## config.mk

```make
export PLATFORM = sky130hd
export DESIGN_NAME = wishbone_rr_multi_controller_device
export DESIGN_NICKNAME = d
export VERILOG_FILES = /design/src/rtl/wb_interconnect_pkg.sv /design/src/rtl/rr_arbiter.sv /design/src/rtl/wishbone_rr_multi_controller_device.sv
export SDC_FILE = /design/constraint.sdc
export NUM_CORES = 1
export LEC_CHECK = 0
export ABC_CLOCK_PERIOD_IN_PS = 8800
export BUFFER_PORTS_ARGS = -buffer_cell sky130_fd_sc_hd__buf_2
export CAP_MARGIN = 10
export CORE_AREA = 2 2 157 159
export CTS_BUF_LIST = sky130_fd_sc_hd__clkbuf_8
export DETAILED_ROUTE_END_ITERATION = 12
export DIE_AREA = 0 0 159 161
export PLACE_DENSITY = 0.44
export SYNTH_ARGS = -nofsm -noshare
export SYNTH_HDL_FRONTEND = slang
export SYNTH_HIERARCHICAL = 1
export SYNTH_SLANG_ARGS = --single-unit
```

## constraint.sdc

```tcl
create_clock -name wb_clk_i -period 8.8 [get_ports wb_clk_i]
set_input_delay 1.76 -clock wb_clk_i [delete_from_list [all_inputs] [get_ports wb_clk_i]]
set_output_delay 1.76 -clock wb_clk_i [all_outputs]
set_load 0.01 [all_outputs]
```

## src/rtl/wb_interconnect_pkg.sv

```systemverilog
// rtl/wb_interconnect_pkg.sv - shared types and helpers for the Wishbone interconnect
package wb_interconnect_pkg;

  typedef enum logic [1:0] {
    IDLE  = 2'd0,
    BUSY  = 2'd1,
    ABORT = 2'd2
  } arb_state_e;

  localparam int DEFAULT_TIMEOUT_CYCLES = 255;
  localparam int OUTSTANDING_W          = 8;

  function automatic int clog2(input int value);
    int result;
    result = 0;
    for (int i = 0; i < 31; i++) begin
      if ((1 << i) < value) result = i + 1;
    end
    return result;
  endfunction

endpackage

```

## src/rtl/rr_arbiter.sv

```systemverilog
// rtl/rr_arbiter.sv - registered round-robin arbiter searching upward from last_i+1
module rr_arbiter
  import wb_interconnect_pkg::*;
#(
  parameter int NUM_REQ = 4,
  localparam int IDX_W = (clog2(NUM_REQ) < 1) ? 1 : clog2(NUM_REQ)
) (
  input  logic               clk_i,
  input  logic               rst_ni,
  input  logic               load_i,
  input  logic [NUM_REQ-1:0] req_i,
  input  logic [IDX_W-1:0]   last_i,
  output logic [IDX_W-1:0]   grant_o,
  output logic               valid_o
);

  logic [IDX_W-1:0] winner;
  logic [IDX_W-1:0] cand;
  logic             found;
  logic [IDX_W-1:0] grant_q, grant_d;
  logic             valid_q, valid_d;

  always_comb begin
    winner = '0;
    cand   = '0;
    found  = 1'b0;
    for (int off = 1; off <= NUM_REQ; off++) begin
      cand = IDX_W'((int'(last_i) + off) % NUM_REQ);
      if (!found && req_i[cand]) begin
        found  = 1'b1;
        winner = cand;
      end
    end
  end

  always_comb begin
    grant_d = grant_q;
    valid_d = valid_q;
    if (load_i) begin
      valid_d = found;
      if (found) grant_d = winner;
    end
  end

  always_ff @(posedge clk_i or negedge rst_ni) begin
    if (!rst_ni) begin
      grant_q <= '0;
      valid_q <= 1'b0;
    end else begin
      grant_q <= grant_d;
      valid_q <= valid_d;
    end
  end

  assign grant_o = grant_q;
  assign valid_o = valid_q;

endmodule

```

## src/rtl/wishbone_rr_multi_controller_device.sv

```systemverilog
// rtl/wishbone_rr_multi_controller_device.sv - N-controller to one-device Wishbone arbiter with watchdog
module wishbone_rr_multi_controller_device
  import wb_interconnect_pkg::*;
#(
  parameter int NUM_CONTROLLERS = 4,
  parameter int DATA_W          = 32,
  parameter int ADDR_W          = 24,
  parameter int TIMEOUT_CYCLES  = DEFAULT_TIMEOUT_CYCLES,
  localparam int SEL_W = DATA_W / 8,
  localparam int IDX_W = (clog2(NUM_CONTROLLERS) < 1) ? 1 : clog2(NUM_CONTROLLERS)
) (
  input  logic                          wb_clk_i,
  input  logic                          wb_rst_ni,
  input  logic [NUM_CONTROLLERS-1:0]        controller_wb_cyc_o,
  input  logic [NUM_CONTROLLERS-1:0]        controller_wb_stb_o,
  input  logic [NUM_CONTROLLERS-1:0]        controller_wb_we_o,
  input  logic [NUM_CONTROLLERS*SEL_W-1:0]  controller_wb_sel_o,
  input  logic [NUM_CONTROLLERS*DATA_W-1:0] controller_wb_data_o,
  input  logic [NUM_CONTROLLERS*ADDR_W-1:0] controller_wb_adr_o,
  output logic [NUM_CONTROLLERS-1:0]        controller_wb_ack_i,
  output logic [NUM_CONTROLLERS-1:0]        controller_wb_stall_i,
  output logic [NUM_CONTROLLERS-1:0]        controller_wb_error_i,
  output logic [DATA_W-1:0]             controller_wb_data_i,
  output logic                          device_cyc_i,
  output logic                          device_stb_i,
  output logic                          device_we_i,
  output logic [SEL_W-1:0]              device_sel_i,
  output logic [DATA_W-1:0]             device_data_i,
  output logic [ADDR_W-1:0]             device_adr_i,
  input  logic                          device_ack_o,
  input  logic                          device_stall_o,
  input  logic                          device_error_o,
  input  logic [DATA_W-1:0]             device_data_o,
  output logic [IDX_W-1:0]              probe_currentController,
  output logic                          probe_busy,
  output logic                          probe_timeout
);

  localparam int WD_W = (clog2(TIMEOUT_CYCLES + 1) < 1) ? 1 : clog2(TIMEOUT_CYCLES + 1);
  localparam logic [WD_W-1:0] WD_LIMIT = WD_W'(TIMEOUT_CYCLES);

  arb_state_e               state_q, state_d;
  logic [IDX_W-1:0]         last_grant_q, last_grant_d;
  logic [WD_W-1:0]          wd_q, wd_d;
  logic [OUTSTANDING_W-1:0] outst_q, outst_d;
  logic [IDX_W-1:0]         grant;
  logic                     arb_valid;
  logic                     in_busy, gnt_cyc, gnt_stb;
  logic                     dev_resp, accept, wd_expire;

  rr_arbiter #(.NUM_REQ(NUM_CONTROLLERS)) u_arbiter (
    .clk_i   (wb_clk_i),
    .rst_ni  (wb_rst_ni),
    .load_i  (state_q == IDLE),
    .req_i   (controller_wb_cyc_o),
    .last_i  (last_grant_q),
    .grant_o (grant),
    .valid_o (arb_valid)
  );

  assign gnt_cyc       = controller_wb_cyc_o[grant];
  assign gnt_stb       = controller_wb_stb_o[grant];
  assign in_busy       = (state_q == BUSY) && arb_valid;
  assign device_cyc_i  = in_busy && gnt_cyc;
  assign device_stb_i  = in_busy && gnt_cyc && gnt_stb;
  assign device_we_i   = controller_wb_we_o[grant];
  assign device_sel_i  = controller_wb_sel_o[int'(grant)*SEL_W +: SEL_W];
  assign device_data_i = controller_wb_data_o[int'(grant)*DATA_W +: DATA_W];
  assign device_adr_i  = controller_wb_adr_o[int'(grant)*ADDR_W +: ADDR_W];
  assign controller_wb_data_i = device_data_o;

  assign dev_resp  = device_ack_o || device_error_o;
  assign accept    = device_stb_i && !device_stall_o;
  // A response arriving on the expiry cycle wins, so the transfer completes normally.
  assign wd_expire = (TIMEOUT_CYCLES != 0) && in_busy && gnt_cyc && (wd_q == WD_LIMIT) && !dev_resp;

  always_comb begin
    controller_wb_ack_i   = '0;
    controller_wb_error_i = '0;
    controller_wb_stall_i = '1;
    if (in_busy) begin
      controller_wb_ack_i[grant]   = device_ack_o;
      controller_wb_error_i[grant] = device_error_o || wd_expire;
      controller_wb_stall_i[grant] = device_stall_o;
    end
  end

  always_comb begin
    state_d      = state_q;
    last_grant_d = last_grant_q;
    wd_d         = wd_q;
    outst_d      = outst_q;
    case (state_q)
      IDLE: begin
        wd_d    = '0;
        outst_d = '0;
        if (|controller_wb_cyc_o) state_d = BUSY;
      end
      BUSY: begin
        last_grant_d = grant;
        if (dev_resp) begin
          wd_d = '0;
        end else if ((device_stb_i || (outst_q != '0)) && (wd_q != WD_LIMIT)) begin
          wd_d = wd_q + 1'b1;
        end
        if (accept && !dev_resp && (outst_q != '1)) begin
          outst_d = outst_q + 1'b1;
        end else if (!accept && dev_resp && (outst_q != '0)) begin
          outst_d = outst_q - 1'b1;
        end
        if (!gnt_cyc) state_d = IDLE;
        else if (wd_expire) state_d = ABORT;
      end
      ABORT: begin
        wd_d    = '0;
        outst_d = '0;
        if (!gnt_cyc) state_d = IDLE;
      end
      default: state_d = IDLE;
    endcase
  end

  always_ff @(posedge wb_clk_i or negedge wb_rst_ni) begin
    if (!wb_rst_ni) begin
      state_q      <= IDLE;
      last_grant_q <= IDX_W'(NUM_CONTROLLERS - 1);
      wd_q         <= '0;
      outst_q      <= '0;
    end else begin
      state_q      <= state_d;
      last_grant_q <= last_grant_d;
      wd_q         <= wd_d;
      outst_q      <= outst_d;
    end
  end

  assign probe_currentController = grant;
  assign probe_busy              = (state_q != IDLE);
  assign probe_timeout           = wd_expire;

endmodule
```

# After elaboration in Yosys (flattened, before gate mapping)
# Index checks and enable logic that the tools add are counted.
# classes
add_sub_neg	7
mul	1
magnitude_cmp	6
n_eq_ne	10
shift	3
n_mux	38
bitwise	4
reduce_logical	34
# ops
op	count
indexed part select 128 x 8 -> 32 bit	1
indexed part select 96 x 8 -> 24 bit	1
2-to-1 mux 8 bit	4
one-hot mux 8 bit (2 select lines)	2
adder 8 x 1 -> 8 bit (second input constant)	2
2-to-1 mux 2 bit	8
!= test 8 bit (second input constant)	2
indexed part select 16 x 5 -> 4 bit	1
logical AND 1 bit	15
less-than comparator 2 x 3 -> 1 bit (second input constant)	5
binary-select mux 1 bit (select 2 bit)	7
2-to-1 mux 1 bit	12
2-to-1 mux 4 bit	3
AND 4 bit	2
== test 8 bit (second input constant)	1
nonzero test 8 bit	1
subtractor 8 x 1 -> 8 bit (second input constant)	1
zero test 1 bit	6
one-hot mux 2 bit (3 select lines)	1
AND reduction 2 bit	3
adder 2 x 1 -> 2 bit (second input constant)	2
adder 2 bit (second input constant)	2
multiplier 2 x 2 -> 4 bit (second input constant)	1
!= test 2 bit (second input constant)	2
other kinds (15)	18
# totals
regBits	23
in_bits	289
output_inout_bits	111
wordCells	109

# Logic depth before layout (Yosys ltp)
# depth
ltp_word	14
depth_mapped	12
depth_no_buf	10

# By module
# Netlist, hierarchy kept.
# by_module_without_submodules
module	instances	cells_each	area_each_um2	seq_area_each_um2
wishbone_rr_multi_controller_device	1	293	3255.6	503.0
rr_arbiter	1	28	231.5	75.1

# Worst setup path after synthesis
# OpenSTA, ideal clock, no wires.
# synth_timing
kind	input -> output
startpoint	in controller_wb_cyc_o[3]
endpoint	out controller_wb_error_i[1]
arrival_ps	2841
required_ps	7040
setup_slack_ps	4199
path_stages	4
path_buffers	0
cell_sequence	mux4_2 -> nor3b_1 -> o21ai_0 -> nor2_1
# synth_between
elab_chain_cells	8
# synth_lines
item	line	rtl
start, declared	wishbone_rr_multi_controller_device.sv:14	input logic [NUM_CONTROLLERS-1:0] controller_wb_cyc_o,
binary-select mux 1 bit (select 2 bit)	wishbone_rr_multi_controller_device.sv:61	assign gnt_cyc = controller_wb_cyc_o[grant];
2-to-1 mux 1 bit (implied by the code)	wishbone_rr_multi_controller_device.sv:61	
logical AND 1 bit (3 in a row)	wishbone_rr_multi_controller_device.sv:75	assign wd_expire = (TIMEOUT_CYCLES != 0) && in_busy && gnt_cyc && (wd_q == WD_LIMIT) && !dev_resp;
logical OR 1 bit	wishbone_rr_multi_controller_device.sv:83	controller_wb_error_i[grant] = device_error_o || wd_expire;
AND 4 bit (no source line)	-	
2-to-1 mux 4 bit	wishbone_rr_multi_controller_device.sv:81	if (in_busy) begin
end, declared	wishbone_rr_multi_controller_device.sv:22	output logic [NUM_CONTROLLERS-1:0] controller_wb_error_i,
# No other way between the ends. The select of a mux whose other input is x is not followed.

# Worst setup path after layout
# layout_timing
startpoint	in controller_wb_cyc_o[0]
endpoint	out controller_wb_error_i[3]
# Same word-level chain as after synthesis.

==> results <==
- The number of cells upsized or downsized after cts is 0.
- The placed instances occupy a cell area of 5250 um2.
- The average vias per placed instance is 4.33.
- For met3 alone, demand over resource in global routing was 0.0444.
- OpenSTA, run right after detailed placement, puts the worst setup slack at ~3.5 ns.
- The reg-to-reg setup timing slack is about 5 ns.
- Setup repair after global routing left no endpoint under its margin.
- The final net count is 907.
- The net switching power is 0.670 mW.
- The worst register-to-register path begins at u_arbiter/grant_o[0].
- The number of hold violations in the final report came to 0.
- The synthesis-to-layout area growth is 52.2%.
- The full die area is around 26000 um2.
- Global routing finished with a remaining overflow of 0.
- The global placement routability congestion is approximately 0.88.
- Measured along the y axis, the die boundary spans 161 um.
- The die width is around 160 um.
- Counting I/O delays and the setup requirement, the final critical path takes about 5.2 ns.
- Of the synthesized area, sequential elements account for 0.166.
- The internal power component is 0.705 mW.
- The total I/O pin count is 400.
- The number of nets handed over by synthesis was 618.
- IR analysis of the VDD net gives a maximum drop of 0.0843 mV.
- The count of nets left with antenna violations once routing finished came out at 0.
- STA classifies the critical path startpoint as an input pin.
- After technology mapping, the gate count stands at 321.
- The effective utilization at floorplan is 0.146.
- The maximum frequency from static timing analysis is ~190 MHz.
- The flow ran to the end, and the final reports show no timing, DRC or antenna violations.
- Synthesis instantiated 57 different standard cells from the library.
- The maximum number of pins on one net before global-route repair is between 50 and 60.
- The number of placed cells counting well taps is 929.
- The worst setup path is of the in -> out kind.
- The proportion of register bits with asynchronous set or reset after synthesis is 1.00.
- The number of buffers added to fix hold violations after cts is 0.
- The top fanout value on the critical path is 9.
- The most used routing layer in global routing is met2.
- The number of cells traversed by the worst register-to-register path is 10.
- The total length of routed wires is about 19000 um.
- The number of global-route vias before repair is roughly 3900.
- For this run, the detailed router's first-pass iteration total came to 4.
- The number of pins with negative max-slew slack in the final report is 0.
- Max-cap violations in this run came to 0.
- At the pin with the least slew margin, the transition time is between 0.8 and 0.9 ns.
- The static leakage power is around 2.5 nW.
- After synthesis the netlist holds a flip-flop and latch count of 23.
- In this run, CTS created clock tree buffers numbering 3.
- The number of rows created at floorplan is 57.
- The worst hold path belongs to the class reg -> reg.
- The end of the worst register-to-register path is outst_q[6].
- In this run the mean area of a mapped cell was around 11 um2.
- For the worst setup path, the data required time is between 7 and 8 ns.
- The average wire per cell in the routed design is about 20 um.
- For met1 alone, demand over resource in global routing was 0.187.
- The post-CTS setup-driven buffer insertion count is 0.
- The routed layout has ~4000 vias.
- The number of port buffers is 335.
- In the global route stage, overall resource usage came out at 0.137.
- CTS built an H-tree with a depth of 1.
- The synthesized design contains 0 enable-type register cells.
- The number of endpoints failing setup at the final stage is 0.
- In the routed design, unresolved DRC markers number 0.
- The share of power burned in combinational logic is 0.782.
- Hold is met by 0.515 ns.
- The finished cells cover 5310 um2.
- The warning count from the yosys run is 6.
- Of the total power, the clock network draws 0.047.
- Across the routed clock network, the largest skew measured is between 0.002 and 0.0025 ns.
- The relative slew slack is 0.424.
- STA classifies the critical path endpoint as an output port.
- The clock latency on the worst-skew pair is about 0.26 ns.
- The clock tree from TritonCTS is done.
- The sequential cell fraction of total power is 0.170.
- The wire length of the first global-routing pass is 26500 um.
- Overall power consumption after layout is estimated at roughly 1.4 mW.
- For this run, global-route usage on met2 was measured as 0.221.
- The startpoint of the worst setup timing path is controller_wb_cyc_o[0].
- The switching fraction of total power is 0.487.
- In the synthesized netlist the dominant register cell turns out to be sky130_fd_sc_hd__dfrtp_1.
- Counting along the longest clock path gives a buffer depth of 2.
- The arrival time of data at the critical path endpoint is between 3 and 4 ns.
- The number of design-rule violations left by the first detailed-router iteration is between 200 and 250.
- The slack of the critical path is between 3 and 4 ns.
- The sum of net half-perimeters after detailed placement is 16600 um.
- The post-route clock period utilization is 0.596.
- In the final layout, the share of cells above drive strength 1 is 0.688.
- The tree built by TritonCTS fans out to 23 sinks.
- After clock tree synthesis, the clock-pin slew on the worst setup and hold paths is 0.08 ns.
- The critical path capture point is controller_wb_error_i[3].
- In this run the clock root is driven by a sky130_fd_sc_hd__clkbuf_8.
- At the end of the flow the core is filled with cells to 0.221.
- The initial antenna violation count is 6.
- The power per cell area is roughly 260 nW/um2.
- Once layout is complete, the cells apart from fillers number 936.
- After floorplanning, the core was sized to cover approximately 24000 um2.
- The fill cell total of the finished layout is 2701.
- The setup TNS is 0 ns.
- The synthesized netlist occupies a cell area of 3490 um2.
==> flip-flops by register name, summed over array words and instances (netlist names) <==
register and count:
u_arbiter/valid_o 1, outst_q 8, wd_q 8, u_arbiter/grant_o 2
state_q 2, last_grant_q 2
==> how the worst min path moves through the flow <==
stage                        from       to  slack [ns]  depth (start not counted)
after floorplan           wd_q[0]  wd_q[0]        0.48                          1
after global placement    wd_q[6]  wd_q[6]        0.51                          1
after detailed placement  wd_q[0]  wd_q[0]        0.51                          1
after CTS                 wd_q[0]  wd_q[0]        0.52                          1
after global routing      wd_q[6]  wd_q[6]        0.55                          1
final                     wd_q[0]  wd_q[0]        0.51                          1
==> critical path, cell delays in order <==
cell and delay, ns:
sky130_fd_sc_hd__buf_2 0.16, sky130_fd_sc_hd__mux4_2 0.56, sky130_fd_sc_hd__nor3b_1 0.17, sky130_fd_sc_hd__o21ai_0 0.57, sky130_fd_sc_hd__nor2_1 0.10, sky130_fd_sc_hd__buf_2 0.16
==> area by class of cell <==
type                       count  area, um2  area share
sequential                    23        586       0.110
multi-input combinational    230       2510       0.474
clock buffer                   3       41.3     0.00778
clock inverter                 1       3.75    0.000707
tap                          324        405      0.0764
timing repair buffer         337       1690       0.319
inverter                      15       56.3      0.0106
antenna                        3       7.51     0.00141
==> Yosys cell counts (all sizes together) (2+ instances only) <==
library cell | number | area, um2
nand2b | 8 | 50.1
nor2b | 5 | 31.3
or3 | 4 | 25.0
a21boi | 2 | 15.0
dfstp | 2 | 52.6
o22ai | 8 | 50.1
nor3b | 4 | 35.0
a31oi | 3 | 18.8
nand2 | 21 | 81.3
dfrtp | 21 | 526
mux2 | 2 | 22.5
or4 | 3 | 22.5
a2111oi | 2 | 17.5
nor2 | 18 | 67.6
buf | 45 | 308
o311ai | 2 | 17.5
a21oi | 6 | 30.0
and2 | 4 | 25.0
or2 | 5 | 31.3
nand4 | 5 | 31.3
o2111ai | 2 | 17.5
o21ai | 11 | 55.1
nor3 | 5 | 25.0
nand3 | 10 | 50.1
o31ai | 4 | 43.8
xor2 | 2 | 17.5
clkbuf | 8 | 30.0
inv | 15 | 56.3
o211ai | 3 | 22.5
mux4 | 64 | 1440
ha | 7 | 87.6
mux2i | 2 | 20.0
o21a | 2 | 15.0
==> kinds of logic after synthesis <==
family / count (synthesis) / share of synthesized area
buffers and inverters: 68 / 0.113
xor gates and xnor gates: 3 / 0.00754
DFF: 23 / 0.166
AOI/OAI and AO/OA: 54 / 0.110
adders and majority gates: 8 / 0.0309
muxes: 68 / 0.426
and+or+nand+nor: 97 / 0.147
==> power groups by stage <==
stage / clock network, mW / logic [mW] / registers (mW)
floorplan: 0 / 0.767 / 0.167
global placement: 0 / 1.09 / 0.239
detailed placement: 0 / 1.08 / 0.238
CTS: 0.0703 / 1.09 / 0.235
global route: 0.0767 / 1.15 / 0.245
finish: 0.0653 / 1.08 / 0.234
==> placed cells by master, fill, tap and decap left out, types with 3 or more instances in the layout <==
cell                       instances
sky130_fd_sc_hd__o22ai_1           8
sky130_fd_sc_hd__or3_1             4
sky130_fd_sc_hd__inv_1            16
sky130_fd_sc_hd__nand4_1           5
sky130_fd_sc_hd__a31oi_1           3
sky130_fd_sc_hd__or4_1             3
sky130_fd_sc_hd__nand2_1          20
sky130_fd_sc_hd__and2_1            4
sky130_fd_sc_hd__mux4_2           64
sky130_fd_sc_hd__o31ai_1           3
sky130_fd_sc_hd__nand3_1          10
sky130_fd_sc_hd__diode_2           3
sky130_fd_sc_hd__o211ai_1          3
sky130_fd_sc_hd__a21oi_1           6
sky130_fd_sc_hd__or2_2             4
sky130_fd_sc_hd__nor2b_1           5
sky130_fd_sc_hd__dfrtp_1          19
sky130_fd_sc_hd__nor3_1            5
sky130_fd_sc_hd__nor3b_1           3
sky130_fd_sc_hd__nor2_1           18
sky130_fd_sc_hd__nand2b_1          8
sky130_fd_sc_hd__ha_1              7
sky130_fd_sc_hd__o21ai_1           7
sky130_fd_sc_hd__clkbuf_8          3
sky130_fd_sc_hd__o21ai_0           4
sky130_fd_sc_hd__buf_2           335
==> routing by layer <==
| layer | wire (um) | up-vias |
|---|---|---|
| met5 | 43 | - |
| met4 | 126 | 6 |
| met3 | 1650 | 10 |
| met2 | 8990 | 209 |
| met1 | 8230 | 2000 |
| li1 | - | 1829 |
Power figures use the tool's default switching activity.
